<file path="src/rtl/strip_routing_header.sv">
// Routing-header parser and steering stage for the 36-bit FIFO stream.
// A header word selects one of NUM_PORTS outputs; the packet body is then
// passed straight through to that port with no buffering. Invalid headers
// cause the rest of the packet to be discarded up to EOF.
module strip_routing_header #(
    parameter int NUM_PORTS = 2,
    parameter int STRIP     = 1
) (
    input  logic                    clk,
    input  logic                    reset,
    input  logic                    clear,
    input  logic [35:0]             data_i,
    input  logic                    src_rdy_i,
    output logic                    dst_rdy_o,
    output logic [36*NUM_PORTS-1:0] data_o,
    output logic [NUM_PORTS-1:0]    src_rdy_o,
    input  logic [NUM_PORTS-1:0]    dst_rdy_i,
    output logic                    err_o,
    output logic [15:0]             drop_cnt
);

    localparam int SEL_W = (NUM_PORTS > 1) ? $clog2(NUM_PORTS) : 1;

    typedef enum logic [1:0] {
        ST_HDR   = 2'd0,
        ST_ROUTE = 2'd1,
        ST_DROP  = 2'd2
    } state_t;

    state_t             state_q, state_d;
    logic [SEL_W-1:0]   sel_q, sel_d;
    logic [13:0]        exp_q, exp_d;
    logic [13:0]        cnt_q, cnt_d;
    logic [15:0]        drop_cnt_q, drop_cnt_d;
    logic               err_q, err_d;

    logic               sync_rst;
    logic               hdr_valid;
    logic [SEL_W-1:0]   hdr_sel;
    logic               in_sof;
    logic               in_eof;
    logic               xfer;

    // Output steering: which port (if any) is driven this cycle and with what word
    logic               out_en;
    logic [SEL_W-1:0]   out_sel;
    logic [35:0]        out_word;
    logic               sel_rdy;
    logic               dst_rdy;
    logic [NUM_PORTS-1:0] port_hit;

    assign sync_rst  = reset | clear;
    assign in_sof    = data_i[32];
    assign in_eof    = data_i[33];
    // port_sel is range-checked, so its low bits are a complete port index
    assign hdr_valid = in_sof && !in_eof && data_i[16] &&
                       (data_i[31:17] < 15'(NUM_PORTS));
    assign hdr_sel   = data_i[17 +: SEL_W];
    assign xfer      = src_rdy_i && dst_rdy;

    // Datapath steering and upstream ready, combinational from current state
    always_comb begin
        out_en   = 1'b0;
        out_sel  = sel_q;
        out_word = data_i;
        sel_rdy  = 1'b0;
        dst_rdy  = 1'b1;
        case (state_q)
            ST_HDR: begin
                // Without stripping, the header itself is the first word out
                if (STRIP == 0 && hdr_valid) begin
                    out_en  = 1'b1;
                    out_sel = hdr_sel;
                end
            end
            ST_ROUTE: begin
                out_en  = 1'b1;
                out_sel = sel_q;
                // The stripped header carried the SOF; move it to the first payload word
                if (STRIP != 0 && cnt_q == 14'd0) begin
                    out_word[32] = 1'b1;
                end
            end
            default: begin
                out_en = 1'b0;
            end
        endcase
        for (int p = 0; p < NUM_PORTS; p++) begin
            if (out_sel == SEL_W'(p)) begin
                sel_rdy = dst_rdy_i[p];
            end
        end
        if (out_en) begin
            dst_rdy = sel_rdy;
        end
    end

    generate
        for (genvar gi = 0; gi < NUM_PORTS; gi++) begin : g_port
            assign port_hit[gi]         = out_en && (out_sel == SEL_W'(gi));
            assign src_rdy_o[gi]        = port_hit[gi] && src_rdy_i;
            assign data_o[36*gi +: 36]  = port_hit[gi] ? out_word : 36'd0;
        end
    endgenerate

    // Next-state, packet bookkeeping and error/drop accounting
    always_comb begin
        state_d    = state_q;
        sel_d      = sel_q;
        exp_d      = exp_q;
        cnt_d      = cnt_q;
        drop_cnt_d = drop_cnt_q;
        err_d      = 1'b0;
        case (state_q)
            ST_HDR: begin
                if (xfer) begin
                    if (hdr_valid) begin
                        sel_d   = hdr_sel;
                        exp_d   = data_i[15:2];
                        cnt_d   = 14'd0;
                        state_d = ST_ROUTE;
                    end else begin
                        err_d = 1'b1;
                        if (drop_cnt_q != 16'hFFFF) begin
                            drop_cnt_d = drop_cnt_q + 16'd1;
                        end
                        // A one-word bad packet is already fully consumed
                        state_d = in_eof ? ST_HDR : ST_DROP;
                    end
                end
            end
            ST_ROUTE: begin
                if (xfer) begin
                    cnt_d = cnt_q + 14'd1;
                    if (in_eof) begin
                        state_d = ST_HDR;
                        // Length mismatch is flagged but the packet is still delivered
                        if (cnt_q + 14'd1 != exp_q) begin
                            err_d = 1'b1;
                        end
                    end
                end
            end
            ST_DROP: begin
                if (xfer && in_eof) begin
                    state_d = ST_HDR;
                end
            end
            default: begin
                state_d = ST_HDR;
            end
        endcase
    end

    // State registers; reset and clear abort any packet in flight
    always_ff @(posedge clk) begin
        if (sync_rst) begin
            state_q    <= ST_HDR;
            sel_q      <= '0;
            exp_q      <= '0;
            cnt_q      <= '0;
            drop_cnt_q <= '0;
            err_q      <= 1'b0;
        end else begin
            state_q    <= state_d;
            sel_q      <= sel_d;
            exp_q      <= exp_d;
            cnt_q      <= cnt_d;
            drop_cnt_q <= drop_cnt_d;
            err_q      <= err_d;
        end
    end

    assign dst_rdy_o = dst_rdy;
    assign err_o     = err_q;
    assign drop_cnt  = drop_cnt_q;

endmodule

</file>
<file path="config.mk">
export PLATFORM = sky130hd
export DESIGN_NAME = strip_routing_header
export DESIGN_NICKNAME = d
export VERILOG_FILES = /design/src/rtl/strip_routing_header.sv
export SDC_FILE = /design/constraint.sdc
export NUM_CORES = 1
export LEC_CHECK = 0
export BUFFER_PORTS_ARGS = -buffer_cell sky130_fd_sc_hd__clkbuf_2
export CORE_MARGIN = 1.5
export CORE_UTILIZATION = 49
export CTS_BUF_LIST = sky130_fd_sc_hd__clkbuf_16
export DETAILED_ROUTE_END_ITERATION = 8
export GPL_TIMING_DRIVEN = 0
export PLACE_DENSITY = 0.81
export RECOVER_POWER = 25
export REMOVE_ABC_BUFFERS = 1
export SYNTH_ARGS = -nofsm -noshare
export SYNTH_HDL_FRONTEND = slang
export SYNTH_SLANG_ARGS = --single-unit
</file>
<file path="constraint.sdc">
create_clock -name clk -period 2.5 [get_ports clk]
set_input_delay 0.125 -clock clk [delete_from_list [all_inputs] [get_ports clk]]
set_output_delay 0.125 -clock clk [all_outputs]
set_load 0.01 [all_outputs]
</file>
Yosys cells after proc, flatten, opt, wreduce, memory -nomap -nowiden
Index checks and enable logic that the tools add are counted.
Storage, ports and cells
  register bits: 48
  latch bits: 0
  bits in writable memories: 0
  memory bits (read-only): 0
  bits of input ports: 42
  output and inout port bits: 92
  logic and storage cells: 62
  memories kept: 0
Operators by class
  add/subtract/negate cells: 2
  multipliers: 0
  div/mod/pow operators: 0
  magnitude comparators: 1
  equality and inequality tests: 9
  shift-type cells: 0
  mux-type cells: 24
  bitwise logic cells: 3
  reduce and logical (&&, ||, !) cells: 17
Operators with widths (count)
  $mux W36: 2
  $mux W14: 3
  $pmux W14 S2: 1
  $add A16 B1 Y16 const B: 1
  $ne A16 B16 Y1 const B: 1
  $lt A15 B2 Y1 const B: 1
  $add A14 B1 Y14 const B: 1
  $logic_not A14 Y1: 1
  $ne A14 B14 Y1: 1
  $mux W2: 6
  $reduce_and A4 Y1: 3
  $mux W1: 10
  $ne A2 B2 Y1 const B: 5
  $logic_and A1 B1 Y1: 9
  $pmux W2 S3: 1
  $reduce_and A3 Y1: 1
  $eq A2 B1 Y1 const B: 1
  $eq A2 B2 Y1 const B: 1
  $logic_not A2 Y1: 1
  $not A1 Y1: 2
  $pmux W1 S2: 1
  $reduce_bool A2 Y1: 1
  $logic_not A1 Y1: 1
  $or A1 B1 Y1: 1

Logic depth before layout (Yosys ltp)
  word-level depth: 7
  depth in mapped cells: 8

Least setup slack after synthesis
No wires, ideal clock.
  kind: register to register
  from: register cnt_q[0]
  to: register err_q, in the netlist err_o
  setup time: 0.121 ns
  arrival time: 1.747 ns
  data required time: 2.379 ns
  setup slack: 0.633 ns
  stages on the path, launching flop included: 8
  path buffers: 0
  clock period less this slack: 1.867 ns
  cells stage by stage: dfxtp_1 > ha_1 > nand3_1 > nor4_1 > xnor2_1 > nor3_1 > o2111a_1 > o22ai_1
On the way
  cells in the longest elaborated chain, start to end: 6
Ends and longest elaborated chain
  from (decl): line 33  | logic [13:0] cnt_q, cnt_d;
  from (signal assigned): line 168  | cnt_q <= cnt_d;
  $add A14 B1 Y14: line 138  | if (cnt_q + 14'd1 != exp_q) begin
  $ne A14 B14 Y1: line 138
  $mux W1: line 138
  $mux W1: line 135  | if (in_eof) begin
  $mux W1: line 133  | if (xfer) begin
  $pmux W1 S2: line 114  | case (state_q)
  to (signal assigned): line 170  | err_q <= err_d;
  to (decl): line 35  | logic err_q, err_d;
Every way passes these cells.
A chain may end at the register's enable or synchronous reset.

Worst setup path in the final report
  from: input port data_i[20]
  to: register sel_q, in the netlist out_sel
On the way
  cells in the longest elaborated chain, start to end: 3
Ends and longest elaborated chain
  from (decl): line 12  | input logic [35:0] data_i,
  $lt A15 B2 Y1: line 57  | (data_i[31:17] < 15'(NUM_PORTS));
  $logic_and A1 B1 Y1: line 56  | assign hdr_valid = in_sof && !in_eof && data_i[16] &&
  $reduce_and A3 Y1 (no source line)
  to (signal assigned): line 166  | sel_q <= sel_d;
  to (decl): line 31  | logic [SEL_W-1:0] sel_q, sel_d;
Every way passes these cells.

==> flow_summary.toml <==
[outcome]
status = "finished clean"

[setup_path]
critPathCaptureType = "flop"
crit_required_ns = 2.65
cp_slowest_cell = "nor4b_4"
crit_path_max_incr_delay_ns = 1.10
reg2reg_from = "state_q[0]$_SDFFE_PP0P_"
crit_fanout = 16
rrSetupSlack_ns = 0.18
reg2reg_depth = 6
arrival_ns = 2.51
startpoint_type = "input pin"
cp_cell_sequence = "clkbuf_2 -> or3_4 -> or3_4 -> nor4b_4 -> mux2i_1 -> nor2_1"
r2r_end = "cnt_q[7]$_SDFFE_PP0P_"
cpMostUsedCell = "or3_4"
path_class = "in2reg"
worstSetupStartpoint = "data_i[20]"

[placed_design]
placement.io_buffers = 133
place_inst = 601
place_hpwl_mm = 6.51
place.gp.congestion = 0.878

[sta]
fin_skew_ns = 0.00414
hold_viol = 0
tns_ns = 0
maxSlewViolCount = 0
slew_headroom = 0.0942
setup_viol = 0
finalCriticalPeriod_ns = 2.36
rsz0062_at_grt = "false"
worst_pin_slew_ns = 1.35
max_freq_ghz = 0.424
period_share = 0.944

[die]
fp.dieW_um = 83.9
rows = 29
core-area_um2 = 6350
start_util = 0.506
die_h_um = 83.9
dieArea_um2 = 7050
ios = 134

[grt]
grt_pass1_wl_mm = 14.1
use_met1 = 0.307
met3_usage = 0.0406
grt_pass1_vias = 2978
grt_max_degree = 47
grt_antenna_before_repair = 0
met2_usage = 0.419
gr-max-usage-layer = "met2"
grt_overflow_total = 0
grt_usage = 0.243

[clocking]
clockBufferDepth = 2
cts_made_buffers = 5
root_buffer = "clkbuf_16"
clkTransAtPathRegs_ns = 0.07
cts_tree = "yes"
clkLatencyLatePin_ns = 0.29
cts_max_level = 2
cts_sinks = 48

[synthesis]
synthXorXnorAreaFrac = 0.0818
synth_edf_count = 0
synthTopCellsByCount = "nor2_1 (55), dfxtp_1 (48), and3_1 (37)"
yosysSeqAreaShare = 0.299
syn_avg_cell_area_um2 = 7.72
synth-compound-area-share = 0.102
synth-async-reset-ratio = 0
ys.warnings.count = 0
synth_ff_type = "dfxtp_1"
muxShareOfSynthArea = 0.0530
syn_inst = 416
netlist.area_leader.share = 0.299
yosys.area_share.simple = 0.393
synth_area_leaders = "dfxtp_1 (30%), and3_1 (7.2%), xnor2_1 (7.1%)"
ys_ff_latch = 48
syn_area_um2 = 3210
synth_cell_type_count = 54
yosysMostFrequentCell = "nor2_1"
synth_top_family_by_area = "simple AND/OR/NAND/NOR gates"
yosys.area_share.adder = 0.0117
yosysTopAreaCell = "dfxtp_1"

[route]
ant_nets = 0
finalWirelength_mm = 8.80
drc = 0
num_vias = 3403
vias_per_cell = 5.59
detail_route.wl_per_cell_um = 14.5
drtPass1Iterations = 5
drt_iter0_drc = 254

[flow_run]
drv_cap = 0

[worst_hold_path]
min_from = "data_i[10]"
hold_end = "exp_q[8]$_SDFFE_PP0P_"
hold_depth = 3
worstHoldPathType = "in2reg"

[layout]
multiInputGateArea_um2 = 2070
nNetsFinal = 576
regArea_um2 = 965
synthToLayoutAreaGrowth_pct = 25.3
num_antenna_cells = 0
drive_gt1_frac = 0.252
fillerInstances = 590
finalNonFillerCells = 609

[power_and_ir_drop]
leakage_nw = 1.71
finalPower_mw = 1.64
irDropWorstVdd_v = 0.000331
power_density_nw_per_um2 = 408
worst max path at each step:
stage	end	slack, ns	depth (start not counted)
finish	out_sel$_SDFFE_PP0P_	0.14	6
global route	exp_q[10]$_SDFFE_PP0P_	0.01	7
global placement	cnt_q[8]$_SDFFE_PP0P_	-1.24	4
detailed placement	cnt_q[7]$_SDFFE_PP0P_	-0.23	5
CTS	cnt_q[7]$_SDFFE_PP0P_	0.1	5
floorplan	cnt_q[7]$_SDFFE_PP0P_	-0.13	4
cell families (layout without fill, tap and decap cells):
family / after synthesis / after routing
simple gates: 227 / 227
compound gates: 54 / 54
flops: 48 / 48
buf+inv: 37 / 153
xor+xnor: 30 / 30
mux: 17 / 17
fa+ha+maj: 3 / 3
flip-flops by register name, indices dropped and copies added, names as in the netlist:
register  count
exp_q        14
cnt_q        14
err_o         1
drop_cnt     16
state_q       2
out_sel       1
placed cells by master (no fill, tap or decap), drive strengths merged, types with 15 or more instances in the layout:
master	instances
a21oi	22
and2	37
and3	38
clkbuf	138
dfxtp	48
mux2i	17
nand2	23
nor2	55
nor4	15
xnor2	26
worst max-delay path, delay by kind of cell:
kind                   cells  cell delay (ns)
AND/OR/NAND/NOR            4             1.98
buffers and inverters      1             0.10
multiplexers               1             0.30
power breakdown:
group	leakage [nW]	internal, mW	switching (mW)	total [mW]
registers	0.388	0.766	0.00369	0.769
logic	1.24	0.0365	0.0528	0.0893
clock network	0.0804	0.476	0.307	0.783
total	1.71	1.28	0.364	1.64
metal layers:
metal	up-vias	share of wire
met5	-	0
met4	0	0.014
met3	11	0.055
met2	133	0.50
met1	1563	0.43
li1	1696	-
cell type report:
| class | count | share of cell area |
|---|---|---|
| Multi-Input combinational cell | 331 | 0.515 |
| Clock buffer | 5 | 0.0311 |
| Tap cell | 77 | 0.0240 |
| Sequential cell | 48 | 0.240 |
| Inverter | 9 | 0.00840 |
| Timing Repair Buffer | 136 | 0.170 |
| Clock inverter | 3 | 0.0115 |
timing repair:
item	CTS	global route
setup endpoints to repair	7	15
resized for setup	1	3
hold buffers	0	0
hold endpoints to repair	0	0
buffers inserted	0	0
pin swaps	0	1
metrics by stage:
| stage | area, um2 | util | hold slack, ns | setup slack (ns) |
|---|---|---|---|---|
| 4_1_cts | 4050 | 0.638 | 0.0922 | 0.0981 |
| 5_1_grt | 4020 | 0.633 | 0.123 | 0.0101 |
| 3_5_place_dp | 3880 | 0.610 | 0.397 | -0.230 |
| 3_3_place_gp | 3820 | 0.601 | 0.388 | -1.24 |
| 6_report | 4020 | 0.633 | 0.0892 | 0.139 |
| 2_1_floorplan | 3050 | - | 0.272 | -0.129 |
No activity file was read; power rests on OpenSTA's default activity.
